## src/rtl/servo_pwm_if.sv

```systemverilog
// servo_pwm_if: command inputs and pulse/status outputs of the two-channel servo pulse generator.
// The master drives the speed commands; the slave (servo_pwm) drives pulses, frame strobe and applied values.
interface servo_pwm_if;
  logic [7:0] servo_l;
  logic [7:0] servo_r;
  logic       pwm_l;
  logic       pwm_r;
  logic       frame_start;
  logic [7:0] applied_l;
  logic [7:0] applied_r;

  modport master (
    output servo_l,
    output servo_r,
    input  pwm_l,
    input  pwm_r,
    input  frame_start,
    input  applied_l,
    input  applied_r
  );

  modport slave (
    input  servo_l,
    input  servo_r,
    output pwm_l,
    output pwm_r,
    output frame_start,
    output applied_l,
    output applied_r
  );
endinterface

```

## src/rtl/servo_pwm.sv

```systemverilog
// servo_pwm: two-channel servo pulse generator, one pulse per PERIOD_CYC frame, width from a per-frame command sample.
// Define SERVO_PWM_SLEW_EN to limit the applied command change to SLEW_STEP per frame.
module servo_pwm #(
  parameter int unsigned PERIOD_CYC = 2_000_000,
  parameter int unsigned MIN_CYC    = 100_000,
  parameter int unsigned STEP_CYC   = 392,
  parameter int unsigned SLEW_STEP  = 16
) (
  input  logic       clk,
  input  logic       rst_n,
  servo_pwm_if.slave bus
);

  typedef enum logic {
    ST_START,
    ST_RUN
  } state_t;

  state_t      state_q, state_d;
  logic [31:0] cnt_q, cnt_d;
  logic [7:0]  applied_l_q, applied_l_d;
  logic [7:0]  applied_r_q, applied_r_d;
  logic [31:0] width_l_q, width_l_d;
  logic [31:0] width_r_q, width_r_d;
  logic        pwm_l_q, pwm_l_d;
  logic        pwm_r_q, pwm_r_d;
  logic        frame_start_q, frame_start_d;
  logic        frame_edge;

  function automatic logic [31:0] width_of(input logic [7:0] a);
    logic [31:0] w;
    if (a == 8'd0) begin
      w = 32'd0;
    end else begin
      w = MIN_CYC + ({24'd0, a} * STEP_CYC);
    end
    return w;
  endfunction

`ifdef SERVO_PWM_SLEW_EN
  // A step larger than SLEW_STEP implies SLEW_STEP < 255, so the +/- cannot wrap.
  function automatic logic [7:0] slew_to(input logic [7:0] t, input logic [7:0] a);
    logic [7:0] diff;
    logic [7:0] r;
    diff = (t >= a) ? (t - a) : (a - t);
    if ({24'd0, diff} <= SLEW_STEP) begin
      r = t;
    end else if (t > a) begin
      r = a + SLEW_STEP[7:0];
    end else begin
      r = a - SLEW_STEP[7:0];
    end
    return r;
  endfunction
`endif

  // ST_START makes the first clock after reset a frame edge with cnt held at 0.
  always_comb begin
    state_d       = ST_RUN;
    frame_edge    = (state_q == ST_START) || (cnt_q == PERIOD_CYC - 32'd1);
    cnt_d         = frame_edge ? 32'd0 : cnt_q + 32'd1;
    applied_l_d   = applied_l_q;
    applied_r_d   = applied_r_q;
    width_l_d     = width_l_q;
    width_r_d     = width_r_q;
    frame_start_d = frame_edge;

    if (frame_edge) begin
`ifdef SERVO_PWM_SLEW_EN
      applied_l_d = slew_to(bus.servo_l, applied_l_q);
      applied_r_d = slew_to(bus.servo_r, applied_r_q);
`else
      applied_l_d = bus.servo_l;
      applied_r_d = bus.servo_r;
`endif
      width_l_d = width_of(applied_l_d);
      width_r_d = width_of(applied_r_d);
    end

    // Pulse is high while the cycle index of the coming cycle is below the width.
    pwm_l_d = (cnt_d < width_l_d);
    pwm_r_d = (cnt_d < width_r_d);
  end

  always_ff @(posedge clk) begin
    if (!rst_n) begin
      state_q       <= ST_START;
      cnt_q         <= 32'd0;
      applied_l_q   <= 8'd0;
      applied_r_q   <= 8'd0;
      width_l_q     <= 32'd0;
      width_r_q     <= 32'd0;
      pwm_l_q       <= 1'b0;
      pwm_r_q       <= 1'b0;
      frame_start_q <= 1'b0;
    end else begin
      state_q       <= state_d;
      cnt_q         <= cnt_d;
      applied_l_q   <= applied_l_d;
      applied_r_q   <= applied_r_d;
      width_l_q     <= width_l_d;
      width_r_q     <= width_r_d;
      pwm_l_q       <= pwm_l_d;
      pwm_r_q       <= pwm_r_d;
      frame_start_q <= frame_start_d;
    end
  end

  assign bus.pwm_l       = pwm_l_q;
  assign bus.pwm_r       = pwm_r_q;
  assign bus.frame_start = frame_start_q;
  assign bus.applied_l   = applied_l_q;
  assign bus.applied_r   = applied_r_q;

endmodule

```

## src/flat_wrapper.sv

```systemverilog
// flat-port wrapper written by rule: the top's interface ports become plain ports
module servo_pwm_flat 
#(
  parameter int unsigned PERIOD_CYC = 2_000_000,
  parameter int unsigned MIN_CYC    = 100_000,
  parameter int unsigned STEP_CYC   = 392,
  parameter int unsigned SLEW_STEP  = 16
)
  (clk, rst_n, bus_servo_l, bus_servo_r, bus_pwm_l, bus_pwm_r, bus_frame_start, bus_applied_l, bus_applied_r);
  servo_pwm_if bus_i ();
  input  logic clk;
  input  logic rst_n;
  input wire logic [$bits(bus_i.servo_l)-1:0] bus_servo_l;
  input wire logic [$bits(bus_i.servo_r)-1:0] bus_servo_r;
  output wire logic [$bits(bus_i.pwm_l)-1:0] bus_pwm_l;
  output wire logic [$bits(bus_i.pwm_r)-1:0] bus_pwm_r;
  output wire logic [$bits(bus_i.frame_start)-1:0] bus_frame_start;
  output wire logic [$bits(bus_i.applied_l)-1:0] bus_applied_l;
  output wire logic [$bits(bus_i.applied_r)-1:0] bus_applied_r;
  assign bus_i.servo_l = bus_servo_l;
  assign bus_i.servo_r = bus_servo_r;
  assign bus_pwm_l = bus_i.pwm_l;
  assign bus_pwm_r = bus_i.pwm_r;
  assign bus_frame_start = bus_i.frame_start;
  assign bus_applied_l = bus_i.applied_l;
  assign bus_applied_r = bus_i.applied_r;
  servo_pwm #(.PERIOD_CYC(PERIOD_CYC), .MIN_CYC(MIN_CYC), .STEP_CYC(STEP_CYC), .SLEW_STEP(SLEW_STEP)) u_core (.clk(clk), .rst_n(rst_n), .bus(bus_i));
endmodule
```

## config.mk

```make
export PLATFORM = sky130hd
export DESIGN_NAME = servo_pwm_flat
export DESIGN_NICKNAME = d
export VERILOG_FILES = /design/src/rtl/servo_pwm_if.sv /design/src/rtl/servo_pwm.sv /design/src/flat_wrapper.sv
export SDC_FILE = /design/constraint.sdc
export NUM_CORES = 1
export LEC_CHECK = 0
export CAP_MARGIN = 20
export CORE_MARGIN = 2
export CORE_UTILIZATION = 55
export DETAILED_ROUTE_END_ITERATION = 6
export GPL_TIMING_DRIVEN = 0
export PLACE_DENSITY = 0.88
export SYNTH_ARGS = -nofsm -noshare
export SYNTH_HDL_FRONTEND = slang
export SYNTH_SLANG_ARGS = --single-unit
```

## constraint.sdc

```tcl
create_clock -name clk -period 5.48 [get_ports clk]
set_clock_uncertainty 0.15 [all_clocks]
set_input_delay 1.096 -clock clk [delete_from_list [all_inputs] [get_ports clk]]
set_output_delay 1.096 -clock clk [all_outputs]
set_load 0.01 [all_outputs]
```

Yosys cells after proc, flatten, opt, wreduce, memory -nomap -nowiden

Cells that the tools add are included.

Bits of input ports: 18
Bits in registers: 116
Output and inout bits: 19

Bitwise logic cells: 1
$add $sub $neg: 3
Order comparisons: 2
Equality and inequality tests: 1
Multipliers: 2
Reductions and logical operators: 3
Multiplexer cells: 6

Operators by type and width:

| kind                                                                 | number |
|---|---|
| 32-bit 2-to-1 mux                                                    | 5 |
| 32-bit less-than comparator                                          | 2 |
| 17-bit by 17-bit adder with 18-bit output (first input constant)     | 2 |
| 32-bit by 1-bit adder with 32-bit output (second input constant)     | 1 |
| 32-bit by 21-bit == test with 1-bit output (second input constant)   | 1 |
| 8-bit by 6-bit multiplier with 14-bit output (second input constant) | 2 |
| 8-bit logical NOT                                                    | 2 |
| 1-bit logical OR                                                     | 1 |
| 1-bit 2-to-1 mux                                                     | 1 |
| 1-bit inverter                                                       | 1 |

Longest topological paths before layout

Depth in word-level cells: 5
Depth in mapped cells: 23
Depth with buffers taken out: 23

Worst setup path after synthesis

OpenSTA, ideal clock, no wires.

Path type: input -> register
From: in bus_servo_l[1]
To: reg u_core.pwm_l_q (netlist: u_core.bus.pwm_l)
Setup slack: -0.077 ns
Arrival: 5.293 ns
Stages on the path: 21
Path buffers: 0
Setup time: 0.115 ns
Required time: 5.215 ns
Path through: ha_1 > fa_1 > ha_1 > ha_1 > inv_1 > fa_1 > nor2b_1 > o31ai_1 > xnor2_1 > nand3_1 > o21ai_0 > xor2_1 > a22oi_1 > ha_1 > nand2_1 > nor2_1 > nand3_1 > or4_1 > a311oi_1 > nor4_1 > o21a_1

Longest elaborated chain between the ends: 5
Elaborated cells between the ends (all ways): 6
Those cells by class: add/sub (1); mul (1); order compare (1); mux (2); reduce/logical (1)

Ends and longest elaborated chain:

| what                                         | line               | RTL |
|---|---|---|
| from (decl)                                  | flat_wrapper.sv:13 | `input wire logic [$bits(bus_i.servo_l)-1:0] bus_servo_l;` |
| 8-bit by 6-bit multiplier with 14-bit output | servo_pwm.sv:35    | `w = MIN_CYC + ({24'd0, a} * STEP_CYC);` |
| 17-bit by 17-bit adder with 18-bit output    | servo_pwm.sv:35    |  |
| 32-bit 2-to-1 mux *                          | servo_pwm.sv:32    | `if (a == 8'd0) begin` |
| 32-bit 2-to-1 mux *                          | servo_pwm.sv:68    | `if (frame_edge) begin` |
| 32-bit less-than comparator *                | servo_pwm.sv:81    | `pwm_l_d = (cnt_d < width_l_d);` |
| to (signal assigned)                         | servo_pwm.sv:103   | `pwm_l_q <= pwm_l_d;` |
| to (decl)                                    | servo_pwm.sv:25    | `logic pwm_l_q, pwm_l_d;` |

Every way passes the cells marked *; elsewhere a longest branch is shown, timed or not.
A chain may end at the register's enable or synchronous reset.

Worst setup path after layout

Same ends and word-level chain as after synthesis.

==> results_dict.tcl <==
set metrics [dict create \
    numCtsBuffers 17 \
    cts_root_buffer "clkbuf_16" \
    netlist_area_mm2 0.00761 \
    swShare 0.322 \
    min_from "u_core.bus.applied_r[1]$_SDFFE_PN0N_" \
    num_vias 7036 \
    final_cell_area_mm2 0.00935 \
    r2r_cells 14 \
    path_cells "buf_6 > ha_4 > fa_1 > ha_4 > ha_4 > inv_2 > fa_2 > nor2b_4 > o31ai_2 > xnor2_1 > nand3_1 > o21ai_2 > xor2_2 > a22oi_2 > ha_1 > nand2_2 > nor2_4 > nand3_2 > or4_4 > a311oi_2 > nor4_2 > o21a_1" \
    pwr-share-seq 0.297 \
    maxSlewViolCount 0 \
    nFillCells 849 \
    final_common_cell "dfxtp_1" \
    clockBufferDepth 2 \
    routed_wl_mm 23.2 \
    fp.dieW_um 122 \
    grt_overflow 0 \
    hold_class "flip-flop to flip-flop" \
    syn_nets 1002 \
    p_comb_frac 0.315 \
    max_freq_mhz 180 \
    path_max_fanout 5 \
    num_rows 42 \
    io_pins 37 \
    holdPathStages 2 \
    synthDistinctLibCells 50 \
    clkPwrFrac 0.388 \
    hold-path-endpoint "u_core.bus.applied_r[1]$_SDFFE_PN0N_" \
    diodes 0 \
    avgSynthCellArea_um2 8.95 \
    cpMostUsedCell "ha_4" \
    start_util 0.568 \
    portBuffers 36 \
    grt_pass1_vias 6999 \
    intPower_w 0.00210 \
    rr_startpoint "u_core.cnt_q[0]$_SDFF_PN0_" \
    finalSetupViolations 1 \
    dieArea_mm2 0.0148 \
    holdWs_ps 313 \
    fin_tns_setup_ps -88.8 \
    gp_congestion 0.930 \
    violations "setup timing" \
    rrSetupSlack_ps 700 \
    rr_endpoint "u_core.bus.pwm_l$_SDFF_PN0_" \
    fin_util 0.697 \
    finalCriticalPeriod_ps 5570 \
    slew_headroom 0.569 \
    layout_common_cells "dfxtp_1, ha_1, nand2_1" \
    async_flop_share 0 \
    p_sw_w 0.000997 \
    ys_warn_count 0 \
    powerDensity_mw_per_mm2 331 \
    clkTransAtPathRegs_ps 50 \
    synth-edff-count 0 \
    dp_hpwl_mm 13.7 \
    cts_max_level 4 \
    clk_latency_ps 430 \
    fin_nets 1074 \
    antenna_found_initial 0 \
    cp.arrival_ps 5730 \
    synth_ff_type "dfxtp_1" \
    drive_above_1_share 0.177 \
    cts_sinks 116 \
    post-route-period-util 1.02 \
    grt.total_usage 0.290 \
    slowest_delay_ps 540 \
    wl_per_cell_um 20.8 \
    slowest_stage "fa_1" \
    p_leak_nw 4.15 \
    drtAntennaViolNets 0 \
    via_per_inst 6.33 \
    max_cap_violations 0 \
    core_area_mm2 0.0134 \
    synthCells 851 \
    die_h_um 122 \
    crit_family "adder cells" \
    grt_first_pass_wirelength_mm 33.5 \
    cp.required_ps 5640 \
    drtIter0Drc 761 \
    crit_type "primary input to flip-flop" \
    cp-end-kind "flip-flop" \
    worst_slew_pin_slew_ps 647 \
    grt_max_degree 17 \
    syn_to_final_growth_pct 22.7 \
    critPathBufInv 2 \
    cts_hold_buf 0 \
    cp-start-kind "primary input" \
    firstDrtPassIters 6 \
    drc 0 \
    postPlaceCellArea_mm2 0.00820 \
    seq_area_frac_synth 0.305 \
    worst_slack_ps -88.8 \
    outcome "complete, but fails checks" \
    cts_tree "done" \
    vdd_ir_drop_max_uv 210 \
    hold_viol_final 0 \
    synth_seq_cells 116 \
]
[worst reg2reg max path, stage by stage (launching register included)]
cell and delay [ps]:
dfxtp_1 530, ha_1 300, nand3_1 130, o31ai_1 390, clkbuf_1 500, clkbuf_1 510
nor2_1 220, ha_1 340, nand4_1 140, nor3_2 310, nand3_2 130, or4_4 510
a311oi_2 270, nor4_2 90, o21a_1 140
[metal layers]
metal | GRT usage | part of all wire | vias to the layer above
li1 | - | - | 3140
met1 | 0.341 | 0.39 | 3352
met5 | 0 | 0 | -
met3 | 0.0688 | 0.086 | 137
met4 | 0.168 | 0.061 | 0
met2 | 0.483 | 0.47 | 407
[layout make-up]
cell class              instances  area (um^2)  share of cell area
plain buffers                  37          170              0.0182
clock inverters                13          180              0.0193
repair buffers                 53          450              0.0482
clock buffers                  19          453              0.0485
well taps                     176          220              0.0236
inverters                      30          113              0.0120
flip-flops and latches        116         2320               0.248
multi-input cells             668         5440               0.582
[stage by stage]
stage,worst slack (ps),total power [W],instances
floorplan,3.62,0.00145,851
CTS,4.31,0.00289,1103
detailed placement,-1200,0.00162,1063
finish,-88.8,0.00309,1112
global route,-185,0.00318,1112
global placement,-1110,0.00159,1063
[cell usage after synthesis, types with 2 or more instances]
master,instances,share of area
a211oi_1,4,0.0039
a21boi_0,16,0.016
a21o_1,19,0.019
a21oi_1,24,0.016
a22oi_1,22,0.022
a22oi_2,8,0.013
a311oi_1,2,0.0023
a31o_2,6,0.0069
a41oi_4,2,0.0072
and2_1,3,0.0025
and3_1,50,0.041
and4_1,5,0.0058
buf_2,7,0.0046
buf_6,3,0.0044
clkbuf_1,27,0.013
dfxtp_1,116,0.30
fa_1,6,0.016
ha_1,127,0.21
inv_1,30,0.015
nand2_1,84,0.041
nand2b_1,6,0.0049
nand3_1,26,0.017
nand3b_1,4,0.0039
nand4_1,15,0.012
nor2_1,82,0.040
nor2b_1,23,0.019
nor2b_2,8,0.0092
nor3_1,10,0.0066
nor3b_2,2,0.0033
nor4_1,5,0.0041
nor4b_1,2,0.0023
nor4b_2,2,0.0039
o21a_1,2,0.0020
o21ai_0,20,0.013
o21bai_1,2,0.0020
o311a_1,2,0.0026
o31ai_1,3,0.0030
or2_2,2,0.0016
or4_1,2,0.0020
xnor2_1,32,0.037
xor2_1,31,0.036
[how the worst max path moves through the flow]
stage                     cells after the start  slack, ps      startpoint                          end
after CTS                                    20          4  bus_servo_r[3]  u_core.bus.pwm_r$_SDFF_PN0_
after detailed placement                     21      -1200  bus_servo_l[2]  u_core.bus.pwm_l$_SDFF_PN0_
final                                        22        -90  bus_servo_l[1]  u_core.bus.pwm_l$_SDFF_PN0_
after global placement                       19      -1110  bus_servo_r[2]  u_core.bus.pwm_r$_SDFF_PN0_
after global routing                         21       -180  bus_servo_l[4]  u_core.bus.pwm_l$_SDFF_PN0_
after floorplan                              20          4  bus_servo_l[2]  u_core.bus.pwm_l$_SDFF_PN0_
[logic make-up after synthesis]
kind of cell             count (synthesis)  share of synthesized area
flip-flops                             116                      0.305
adder cells (fa/ha/maj)                133                      0.224
buffers and inverters                   67                     0.0371
AO/OA/AOI/OAI                          138                      0.136
XOR/XNOR                                63                     0.0725
AND/OR/NAND/NOR                        334                      0.225
[registers in the layout (all words and copies together) (netlist names)]
register / flops
u_core.cnt_q: 32
u_core.width_l_q: 32
u_core.width_r_q: 32
u_core.bus.applied_l: 8
u_core.bus.applied_r: 8
u_core.bus.frame_start: 1
u_core.bus.pwm_l: 1
u_core.bus.pwm_r: 1
u_core.state_q: 1
[timing repair]
action / 4_1_cts / 5_1_grt
pin swaps: 24 / 39
buffers inserted: 8 / 10
resized for setup: 64 / 68
endpoints found under the setup margin: 2 / 2
[power groups by stage]
stage / clock (W) / sequential, W / combinational [W]
after floorplan: 0 / 0.000929 / 0.000518
final: 0.00120 / 0.000919 / 0.000976
after detailed placement: 0 / 0.000930 / 0.000688
after CTS: 0.00119 / 0.000913 / 0.000780
after global routing: 0.00123 / 0.000920 / 0.00103
after global placement: 0 / 0.000927 / 0.000663
Power figures use the tool's default switching activity.
